### config.mk
export PLATFORM = sky130hd
export DESIGN_NAME = sequence_lock_monitor
export DESIGN_NICKNAME = d
export VERILOG_FILES = /design/src/rtl/seq_pkg.sv /design/src/rtl/sat_counter.sv /design/src/rtl/sequence_lock_monitor.sv
export SDC_FILE = /design/constraint.sdc
export NUM_CORES = 1
export LEC_CHECK = 0
export ABC_AREA = 1
export CORE_AREA = 2 2 52 54
export DETAILED_ROUTE_END_ITERATION = 7
export DIE_AREA = 0 0 54 56
export GPL_TIMING_DRIVEN = 0
export PLACE_DENSITY = 0.81
export SLEW_MARGIN = 10
export SYNTH_ARGS = -nofsm -noshare
export SYNTH_HDL_FRONTEND = slang
export SYNTH_SLANG_ARGS = --single-unit
### constraint.sdc
create_clock -name clockPulse -period 2.2 [get_ports clockPulse]
set_input_delay 0.22 -clock clockPulse [delete_from_list [all_inputs] [get_ports clockPulse]]
set_output_delay 0.22 -clock clockPulse [all_outputs]
set_load 0.005 [all_outputs]
### src/rtl/seq_pkg.sv
// Shared definitions for the cyclic symbol stream: width, start symbol,
// monitor state encoding and the symbol successor function.
package seq_pkg;

  localparam int unsigned SYM_W = 2;

  typedef logic [SYM_W-1:0] sym_t;

  localparam sym_t SYM_START = 2'b11;

  typedef enum logic [1:0] {
    HUNT   = 2'd0,
    VERIFY = 2'd1,
    LOCKED = 2'd2,
    SLIP   = 2'd3
  } state_t;

  // Next symbol in the stream, wrapping 3 -> 0
  function automatic sym_t succ(input sym_t s);
    return s + sym_t'(1);
  endfunction

endpackage

### src/rtl/sat_counter.sv
// Saturating up-counter with synchronous clear; clear together with an
// increment leaves the count at 1 so the coincident event is not lost.
module sat_counter #(
  parameter int unsigned W = 8
) (
  input  logic         clk,
  input  logic         rst,
  input  logic         inc,
  input  logic         clr,
  output logic [W-1:0] count
);

  localparam logic [W-1:0] MAX = '1;

  always_ff @(posedge clk) begin
    if (rst) begin
      count <= '0;
    end else if (clr) begin
      count <= inc ? W'(1) : '0;
    end else if (inc && (count != MAX)) begin
      count <= count + W'(1);
    end
  end

endmodule

### src/rtl/sequence_lock_monitor.sv
// Lock monitor for the repeating 3,0,1,2 symbol stream: acquires lock after
// a run of correct successors, flywheels through isolated errors, counts them.
module sequence_lock_monitor
  import seq_pkg::*;
#(
  parameter int unsigned LOCK_COUNT   = 4,
  parameter int unsigned UNLOCK_COUNT = 2,
  parameter int unsigned ERR_W        = 8
) (
  input  logic             clockPulse,
  input  logic             reset,
  input  logic [SYM_W-1:0] symbolIn,
  input  logic             symbolValid,
  input  logic             clearCount,
  output logic             locked,
  output logic             errorPulse,
  output logic [ERR_W-1:0] errorCount,
  output logic             frameStart,
  output logic [SYM_W-1:0] expectedSym
);

  localparam int unsigned CNT_W = 4;

  state_t           state;
  logic [CNT_W-1:0] good_cnt;
  logic [CNT_W-1:0] bad_cnt;

  logic             match_c;
  logic             in_lock_c;
  logic             count_err_c;
  logic [CNT_W-1:0] good_next_c;
  logic [CNT_W-1:0] bad_next_c;

  always_comb begin
    match_c     = (symbolIn == expectedSym);
    in_lock_c   = (state == LOCKED) || (state == SLIP);
    count_err_c = symbolValid && in_lock_c && !match_c;
    good_next_c = good_cnt + CNT_W'(1);
    bad_next_c  = bad_cnt + CNT_W'(1);
  end

  sat_counter #(
    .W (ERR_W)
  ) u_err_cnt (
    .clk   (clockPulse),
    .rst   (reset),
    .inc   (count_err_c),
    .clr   (clearCount),
    .count (errorCount)
  );

  // Lock state machine; pulses clear every cycle unless set below
  always_ff @(posedge clockPulse) begin
    if (reset) begin
      state       <= HUNT;
      locked      <= 1'b0;
      errorPulse  <= 1'b0;
      frameStart  <= 1'b0;
      expectedSym <= SYM_START;
      good_cnt    <= '0;
      bad_cnt     <= '0;
    end else begin
      errorPulse <= 1'b0;
      frameStart <= 1'b0;
      if (symbolValid) begin
        unique case (state)
          HUNT: begin
            expectedSym <= succ(symbolIn);
            good_cnt    <= CNT_W'(1);
            state       <= VERIFY;
          end
          VERIFY: begin
            expectedSym <= succ(symbolIn);
            if (match_c) begin
              good_cnt <= good_next_c;
              if (good_next_c == CNT_W'(LOCK_COUNT)) begin
                state  <= LOCKED;
                locked <= 1'b1;
              end
            end else begin
              good_cnt <= CNT_W'(1);
            end
          end
          LOCKED: begin
            expectedSym <= succ(expectedSym);
            if (match_c) begin
              frameStart <= (symbolIn == SYM_START);
            end else begin
              errorPulse <= 1'b1;
              if (UNLOCK_COUNT == 1) begin
                state    <= HUNT;
                locked   <= 1'b0;
                good_cnt <= '0;
                bad_cnt  <= '0;
              end else begin
                state   <= SLIP;
                bad_cnt <= CNT_W'(1);
              end
            end
          end
          SLIP: begin
            expectedSym <= succ(expectedSym);
            if (match_c) begin
              frameStart <= (symbolIn == SYM_START);
              bad_cnt    <= '0;
              state      <= LOCKED;
            end else begin
              errorPulse <= 1'b1;
              if (bad_next_c == CNT_W'(UNLOCK_COUNT)) begin
                state    <= HUNT;
                locked   <= 1'b0;
                good_cnt <= '0;
                bad_cnt  <= '0;
              end else begin
                bad_cnt <= bad_next_c;
              end
            end
          end
        endcase
      end
    end
  end

endmodule

Yosys cells after proc, flatten, opt, wreduce, memory -nomap -nowiden

Index checks and enable logic that the tools add are counted.

Input bits: 6
Flip-flop bits (word level): 23
Word-level logic and storage cells: 72

Muxes and demuxes: 24
$add $sub $neg: 5
Equality and inequality tests: 14
Bitwise logic cells: 3
Reductions and logical operators: 18

Operators with widths:

| operator                                      | number |
|---|---|
| 2-to-1 mux 4 bit                              | 6 |
| 2-to-1 mux 8 bit                              | 2 |
| one-hot mux 4 bit (3 select lines)            | 1 |
| 2-to-1 mux 2 bit                              | 5 |
| adder 4 x 1 -> 4 bit, second input constant   | 2 |
| adder 8 x 1 -> 8 bit, second input constant   | 1 |
| != test 2 bit, second input constant          | 4 |
| != test 8 bit, second input constant          | 1 |
| one-hot mux 2 bit (4 select lines)            | 1 |
| one-hot mux 4 bit (2 select lines)            | 1 |
| == test 2 bit, second input constant          | 3 |
| 2-to-1 mux 1 bit                              | 6 |
| AND reduction 6 bit                           | 1 |
| nonzero test 2 bit                            | 3 |
| AND reduction 5 bit                           | 1 |
| adder 2 x 1 -> 2 bit, second input constant   | 2 |
| == test 4 x 2 -> 1 bit, second input constant | 1 |
| == test 4 x 3 -> 1 bit, second input constant | 1 |
| one-hot mux 2 bit (2 select lines)            | 1 |
| AND reduction 4 bit                           | 1 |
| OR reduction 2 bit                            | 2 |
| OR reduction 4 bit                            | 1 |
| logical AND 1 bit                             | 3 |
| != test 3 x 2 -> 1 bit, second input constant | 1 |
| other kinds (11)                              | 13 |

Longest topological paths before layout

Gate-level depths: netlist (run 1).

Depth after elaboration: 7
Depth in mapped cells: 12

Modules after synthesis

From an unflattened synthesis (run 1), not the netlist that was laid out.

Cell total of the unflattened synthesis: 213
Area, all modules: 1382.6 um^2

Modules (own cells, without submodules):

| module                | area each (um^2) | cells an instance | times used |
|---|---|---|---|
| sequence_lock_monitor | 890.9            | 138               | 1 |
| sat_counter           | 491.7            | 75                | 1 |

Worst setup path after synthesis (run 1)

Ideal clock, no wire load.

Path kind: register to register
Start: register bad_cnt[0]
End: register good_cnt[0]
Stages on the path, launching flop included: 13
Path slack: 798 ps
Period minus slack after synthesis: 1402 ps
Data arrival time: 1275 ps
Cell sequence: dfxtp_1 ha_1 nand2_1 inv_1 nor2_1 nor2_1 nand2_1 nand2_1 nand2_1 nor2_4 nand2_1 o21ai_0 nor2_1

Longest elaborated chain between the ends: 4

RTL lines:

| element                          | RTL line                     | source |
|---|---|---|
| from (decl)                      | sequence_lock_monitor.sv:26  | `logic [CNT_W-1:0] bad_cnt;` |
| from (signal assigned)           | sequence_lock_monitor.sv:115 | `bad_cnt <= bad_next_c;` |
| adder 4 x 1 -> 4 bit             | sequence_lock_monitor.sv:39  | `bad_next_c = bad_cnt + CNT_W'(1);` |
| == test 4 x 2 -> 1 bit           | sequence_lock_monitor.sv:109 | `if (bad_next_c == CNT_W'(UNLOCK_COUNT)) begin` |
| != test 2 x 1 -> 1 bit (no line) | n/a                          |  |
| AND reduction 4 bit (no line)    | n/a                          |  |
| to (signal assigned)             | sequence_lock_monitor.sv:75  | `good_cnt <= good_next_c;` |
| to (decl)                        | sequence_lock_monitor.sv:25  | `logic [CNT_W-1:0] good_cnt;` |

No other way between the ends.
A chain may end at the register's enable or synchronous reset.

Worst setup path after layout (run 1)

Start: register bad_cnt[0]
End: register good_cnt[1]

Same word-level chain as after synthesis.

==> out/results.tsv, run 1 <==
stage	metric	value	unit
synthesis	post-synthesis sequential area ratio	33.5	%
min_path	hold path depth	2	
die	Die Y	56	µm
synthesis	Main synth FF type	dfxtp_1	
setup_path	flop2flop setup slack	560	ps
die	die area	3020	µm²
die	io pins	19	
min_path	hold path start	locked	
pwr	total power	0.813	mW
sta	Slew Limit Headroom	63.4	%
setup_path	slowest CP cell	dfxtp_1	
sta	max-slew violations	0	
setup_path	R2R depth	12	
layout	Area Overhead vs Synth	17.9	%
synthesis	Mapped Avg Cell Area	6.67	µm²
synthesis	xor/xnor cell area share of the yosys netlist	1.28	%
die	Core Footprint	2430	µm²
setup_path	CP Max Fanout	6	
synthesis	Synth Area in Adders	4.55	%
grt	largest net degree at the start of global routing	14	
synthesis	post-synthesis mux area share	0	%
layout	Net count, final	240	
routing	total wire length	2.89	mm
setup_path	reg2reg end	good_cnt[1]	
sta	Highest Clock Rate	0.610	GHz
grt	gr usage total	21.7	%
setup_path	Critical Path Most Common Cell	nand2_1	
routing	DR DRC count	0	
pwr	maximum VDD drop	0.371	mV
pwr	power per cell area	502	nW/µm²
sta	Worst-Margin Slew	550	ps
die	initial core utilization	56.5	%
run	Max-Cap Viols	0	
placement	routability cong.	0.798	
pwr	Pleak	0.708	nW
die	Die Width	54	µm
layout	Core Util, Final	66.6	%
clock_tree	post-cts resize count	0	
sta	skew final	2.85	ps
setup_path	crit path cell chain	ha_1 > nand2_1 > inv_1 > nor2_1 > nor2_1 > nand2_1 > nand2_1 > nand2_1 > nor2_4 > nand2_1 > o21ai_0 > nor2_1	
sta	Final period util	74.6	%
setup_path	Crit path max-delay family	simple AND/OR/NAND/NOR gates	
routing	initial DRC count	34	
clock_tree	TritonCTS Buffers	3	
layout	fillers	210	
setup_path	Worst Path Arrival	1850	ps
grt	vias in the first global route	1164	
synthesis	post-synthesis simple-gate area fraction	37.8	%
clock_tree	CTS tree	yes	
routing	Pre-antenna DRT Iters	4	
synthesis	Yosys top cell area share	33.5	%
synthesis	synth top area cells	dfxtp_1, nand2_1, inv_1, a21oi_1, nor2_1	
setup_path	Setup crit end kind	flip-flop	
layout	n_diodes	0	
layout	share of cells above drive strength 1	12.3	%
synthesis	largest family of logic cells by synthesized area	simple AND/OR/NAND/NOR gates	
synthesis	most frequent cell after synthesis	nand2_1	
synthesis	Synth Area in Compound Gates	13.8	%
clock_tree	Max clock buf depth	2	
sta	Fin. Hold Viols	0	
synthesis	Synth Warn #	0	
clock_tree	CTS clk-pin slew, worst paths	130	ps
synthesis	area leader, netlist	dfxtp_1	
die	num rows	18	
sta	clock period minus worst slack	1640	ps
synthesis	Post-synth top cells	nand2_1, inv_1, dfxtp_1	
placement	DP HPWL	2.22	mm
placement	PortBufs	18	
setup_path	CP bufs+invs	1	
status	status	completed	
sta	RSZ-0062 raised after global routing	no	
synthesis	Synth Cell Area	1370	µm²
grt	initial antenna violation count	0	
grt	GRT overflow	0	
routing	vias per cell	5.16	
setup_path	Worst path max stage delay	450	ps
routing	final antenna-violating net count	0	
sta	Finish-stage setup viols	0	
routing	wire per inst	11.2	µm
setup_path	CP startpoint kind	flip-flop	
clock_tree	worst-skew pair later-pin latency	320	ps
setup_path	kind of critical path	flip-flop to flip-flop	
min_path	Hold WC Path Type	flip-flop to flip-flop	
clock_tree	CTS Hold Bufs	0	
synthesis	Net Count, Synth	217	
clock_tree	clk sink count	23	
setup_path	worst r2r src	bad_cnt[0]	
synthesis	Post-synth EDFFs	0	
routing	Vias	1331	
grt	first-pass GRT wire length	4.95	mm
clock_tree	# H-tree levels	1	
sta	setup TNS	0	ps
synthesis	Synth Instances	206	
synthesis	asr flop ratio synth	0	%
min_path	Hold EP	locked	
synthesis	#FFs+latches synth	23	
clock_tree	Setup Buffers After CTS	0	
clock_tree	CTS root buffer	clkbuf_4	
synthesis	post-synthesis cell type count	25	
setup_path	Critical Path RT	2410	ps
-- worst register-to-register path: stages (launching register included) --
cell and delay [ps]:
dfxtp_1 450, ha_1 210, nand2_1 60, inv_1 60
nor2_1 40, nor2_1 80, nand2_1 80, nand2_1 120
nand2_1 100, nor2_4 150, nand2_1 60, o21ai_0 70
nor2_1 50
-- registers in the layout, indices dropped and copies added, names as in the netlist --
name	flops
locked	1
good_cnt	4
state	2
expectedSym	2
u_err_cnt.count	8
bad_cnt	4
errorPulse	1
frameStart	1
-- layer usage --
layer / global-route usage [%] / routed length (µm)
met1: 28.9 / 1430
met2: 34.5 / 1360
met3: 3.23 / 63
met4: 7.86 / 42
met5: 0 / 0
-- report_power, final --
| part | switching [mW] | total (mW) | internal [mW] |
|---|---|---|---|
| Sequential | 0.0217 | 0.454 | 0.433 |
| Clock | 0.137 | 0.205 | 0.0682 |
| Combinational | 0.0935 | 0.154 | 0.0607 |
-- cell families after synthesis --
family                   Yosys count
buffers and inverters             33
AND/OR/NAND/NOR                  108
adder cells (fa/ha/maj)            5
flip-flops                        23
XOR/XNOR                           2
AO/OA/AOI/OAI                     35
-- per-stage QoR --
step	cell area, µm²	hold slack, ps	instances	worst slack (ps)
final	1620	486	258	560
after global routing	1620	512	258	346
after CTS	1620	487	258	549
after detailed placement	1590	469	254	411
after global placement	1590	458	254	460
after floorplan	1370	320	206	798
-- layout make-up --
| cell class | instances | area (µm²) | area share (%) |
|---|---|---|---|
| Multi-Input combinational cell | 150 | 790 | 48.8 |
| Timing Repair Buffer | 18 | 180 | 11.1 |
| Clock inverter | 1 | 5.00 | 0.309 |
| Tap cell | 30 | 37.5 | 2.32 |
| Inverter | 32 | 120 | 7.42 |
| Sequential cell | 23 | 460 | 28.4 |
| Buffer | 1 | 3.75 | 0.232 |
| Clock buffer | 3 | 22.5 | 1.39 |
-- how the worst max path moves through the flow --
stage                startpoint     endpoint  slack [ps]  cells after the start
finish               bad_cnt[0]  good_cnt[1]         560                     12
detailed placement  symbolIn[1]   bad_cnt[0]         410                     10
floorplan            bad_cnt[0]  good_cnt[0]         800                     12
CTS                  bad_cnt[0]  good_cnt[1]         550                     12
global placement    symbolIn[1]   bad_cnt[0]         460                     10
global route         bad_cnt[0]  good_cnt[1]         350                     12
-- layout by cell type, fill, tap and decap left out --
master,Yosys,routed
inv_1,27,27
ha_1,5,5
clkdlybuf4s50_1,0,18
nor3_2,1,1
nor2_8,1,1
nand3_2,1,1
clkbuf_1,1,1
and3_1,1,1
nand2_2,8,8
nor2_4,2,2
nor2_2,2,2
o21ai_2,2,2
o21ai_1,1,1
nand4_1,2,2
dfxtp_1,23,23
o21ai_0,14,14
nand2_4,2,2
nand3_1,12,12
clkinv_2,0,1
o21bai_1,1,1
nor3_1,6,6
nand2_1,49,49
clkbuf_4,0,3
xor2_1,2,2
o211a_1,1,1
a21oi_1,16,16
nor2_1,21,21
inv_2,5,5
Note: power is estimated with default switching activity, not from simulation.
==> inputs of run 2 (changes only) <==
--- a/config.mk
+++ b/config.mk
@@ -6,11 +6,11 @@
 export NUM_CORES = 1
 export LEC_CHECK = 0
 export ABC_AREA = 1
-export CORE_AREA = 2 2 52 54
+export CORE_AREA = 2 2 54 56
 export DETAILED_ROUTE_END_ITERATION = 7
-export DIE_AREA = 0 0 54 56
+export DIE_AREA = 0 0 56 58
 export GPL_TIMING_DRIVEN = 0
-export PLACE_DENSITY = 0.81
+export PLACE_DENSITY = 0.76
 export SLEW_MARGIN = 10
 export SYNTH_ARGS = -nofsm -noshare
 export SYNTH_HDL_FRONTEND = slang
==> constraint.sdc (replaced) <==
create_clock -name clockPulse -period 1.7 [get_ports clockPulse]
set_input_delay 0.17 -clock clockPulse [delete_from_list [all_inputs] [get_ports clockPulse]]
set_output_delay 0.17 -clock clockPulse [all_outputs]
set_load 0.005 [all_outputs]
==> run 2 against run 1 <==
Compared with the run above:
- global-route usage fell by 3.9 points
- sequential power up 29%
- final area increased by 1.0%
- first-iteration DRC count is 21% higher
- critical path type unchanged
- critical endpoint is now u_err_cnt.count[6]
- largest power group unchanged
==> out/results.tsv, run 2 (synthesis results as in run 1) <==
stage	metric	value	unit	change
layout	biggest regs	u_err_cnt.count: 8 flops, bad_cnt: 4 flops, good_cnt: 4 flops		
min_path	Hold WC Path Type	flip-flop to flip-flop		
layout	Area Overhead vs Synth	19.0	%	
sta	Final period util	92.9	%	+18 points
placement	routability cong.	0.820		+2.7%
setup_path	crit path from	u_err_cnt.count[0]		
sta	Finish-stage setup viols	0		unchanged
setup_path	slowest CP cell	dfxtp_1		
placement	placed cell area	1590	µm²	about the same
clock_tree	TritonCTS Buffers	3		unchanged
layout	Core Util, Final	61.4	%	-5.1 points
layout	most common cell after layout, fill and taps aside	nand2_1		
routing	total wire length	2.58	mm	-11%
die	Die Width	56	µm	+3.7%
die	io pins	19		unchanged
routing	vias per cell	4.98		-3.4%
setup_path	CP startpoint kind	flip-flop		
layout	most frequent cells in the layout	nand2_1, inv_1, nor2_1		
setup_path	worst r2r src	u_err_cnt.count[0]		
setup_path	R2R depth	10		-2
die	num rows	19		+1
layout	Biggest register	u_err_cnt.count		
setup_path	Setup crit end kind	flip-flop		
setup_path	CP Max Fanout	8		+2
placement	Placed Cells	255		+0.39%
sta	Worst-Margin Slew	549	ps	-0.436 ps
grt	GRT overflow	0		unchanged
sta	Highest Clock Rate	0.633	GHz	+3.8%
sta	skew final	18.0	ps	+15.2 ps
layout	fin area	1640	µm²	+1.0%
clock_tree	clk sink count	23		unchanged
routing	wire per inst	9.91	µm	-12%
routing	final antenna-violating net count	0		unchanged
setup_path	Critical Path RT	1920	ps	-490 ps
min_path	hold path start	locked		
clock_tree	CTS root buffer	clkbuf_4		
layout	Net count, final	241		+0.42%
routing	Pre-antenna DRT Iters	4		unchanged
clock_tree	CTS tree	yes		
grt	largest net degree at the start of global routing	13		-1
setup_path	crit path cell chain	ha_1 > nand2_1 > nor3_2 > nand3_1 > nand2_4 > inv_2 > nand2_1 > nand2_1 > nand2_1 > nor2_1		
pwr	Pleak	0.712	nW	+0.54%
grt	vias in the first global route	1103		-5.2%
die	die area	3250	µm²	+7.4%
layout	max reg flops	8		unchanged
sta	max-slew violations	0		unchanged
die	initial core utilization	51.6	%	-4.9 points
layout	share of cells above drive strength 1	14.0	%	+1.7 points
clock_tree	CTS clk-pin slew, worst paths	140	ps	about the same
run	Max-Cap Viols	0		unchanged
clock_tree	worst-skew pair later-pin latency	320	ps	about the same
setup_path	kind of critical path	flip-flop to flip-flop		
sta	Fin. Hold Viols	0		unchanged
sta	clock period minus worst slack	1580	ps	-60.7 ps
pwr	maximum VDD drop	0.515	mV	+39%
pwr	total power	1.04	mW	+28%
clock_tree	CTS Hold Bufs	0		unchanged
clock_tree	# H-tree levels	1		unchanged
sta	Slew Limit Headroom	63.4	%	about the same
min_path	hold path depth	2		unchanged
clock_tree	Max clock buf depth	2		unchanged
routing	Vias	1296		-2.6%
die	Core Footprint	2660	µm²	+9.5%
grt	first-pass GRT wire length	4.65	mm	-6.1%
setup_path	Worst Path Arrival	1790	ps	-60 ps
grt	initial antenna violation count	0		unchanged
pwr	power per cell area	639	nW/µm²	+27%
routing	DR DRC count	0		unchanged
setup_path	Critical Path Most Common Cell	nand2_1		
placement	PortBufs	18		unchanged
die	Die Y	58	µm	+3.6%
placement	DP HPWL	1.97	mm	-11%
routing	initial DRC count	41		+21%
setup_path	Worst path max stage delay	400	ps	-50 ps
grt	gr usage total	17.7	%	-3.9 points
status	status	completed		
sta	setup TNS	0	ps	unchanged
sta	RSZ-0062 raised after global routing	yes		
layout	final std cells w/o fill	260		+0.78%
layout	n_diodes	0		unchanged
## run 2: final cells by class
class                      count  area (µm²)
timing repair buffer          19         188
inverter                      32         120
fill                         273        1030
clock buffer                   4        26.3
tap                           31        38.8
sequential                    23         467
multi-input combinational    150         792
buffer                         1        3.75
## run 2: stage by stage
| stage | setup slack (ps) | hold slack, ps |
|---|---|---|
| floorplan | 298 | 270 |
| global placement | -32.6 | 451 |
| detailed placement | -25.0 | 457 |
| CTS | 76.3 | 476 |
| global route | -43.3 | 517 |
| finish | 120 | 472 |
## run 2: worst paths after layout
kind                   endpoint  slack, ps
max          u_err_cnt.count[6]        120
min                      locked        470
max reg2reg  u_err_cnt.count[6]        120
min reg2reg              locked        470
## run 2: repair_timing
action,CTS,global route
setup endpoints to repair,0,6
gates resized for setup,0,5
buffers inserted,0,1
## run 2: metal layers
layer,vias to the layer above,track usage [%],wire [µm]
met5,-,0,0
met3,5,2.23,69
met1,570,25.0,1320
li1,705,-,-
met4,0,7.14,46
met2,16,27.7,1140
## run 2: report_power, final
group,leakage (nW),switching (mW),internal [mW],total (mW)
sequential,0.188,0.0265,0.560,0.586
clock,0.0150,0.168,0.0917,0.260
combinational,0.509,0.118,0.0801,0.198
## run 2: critical path: cells and delay by family (launching register included)
kind / cells / cell delay (ps)
and+or+nand+nor: 8 / 830
DFF: 1 / 400
buffers and inverters: 1 / 50
adders and majority gates: 1 / 190
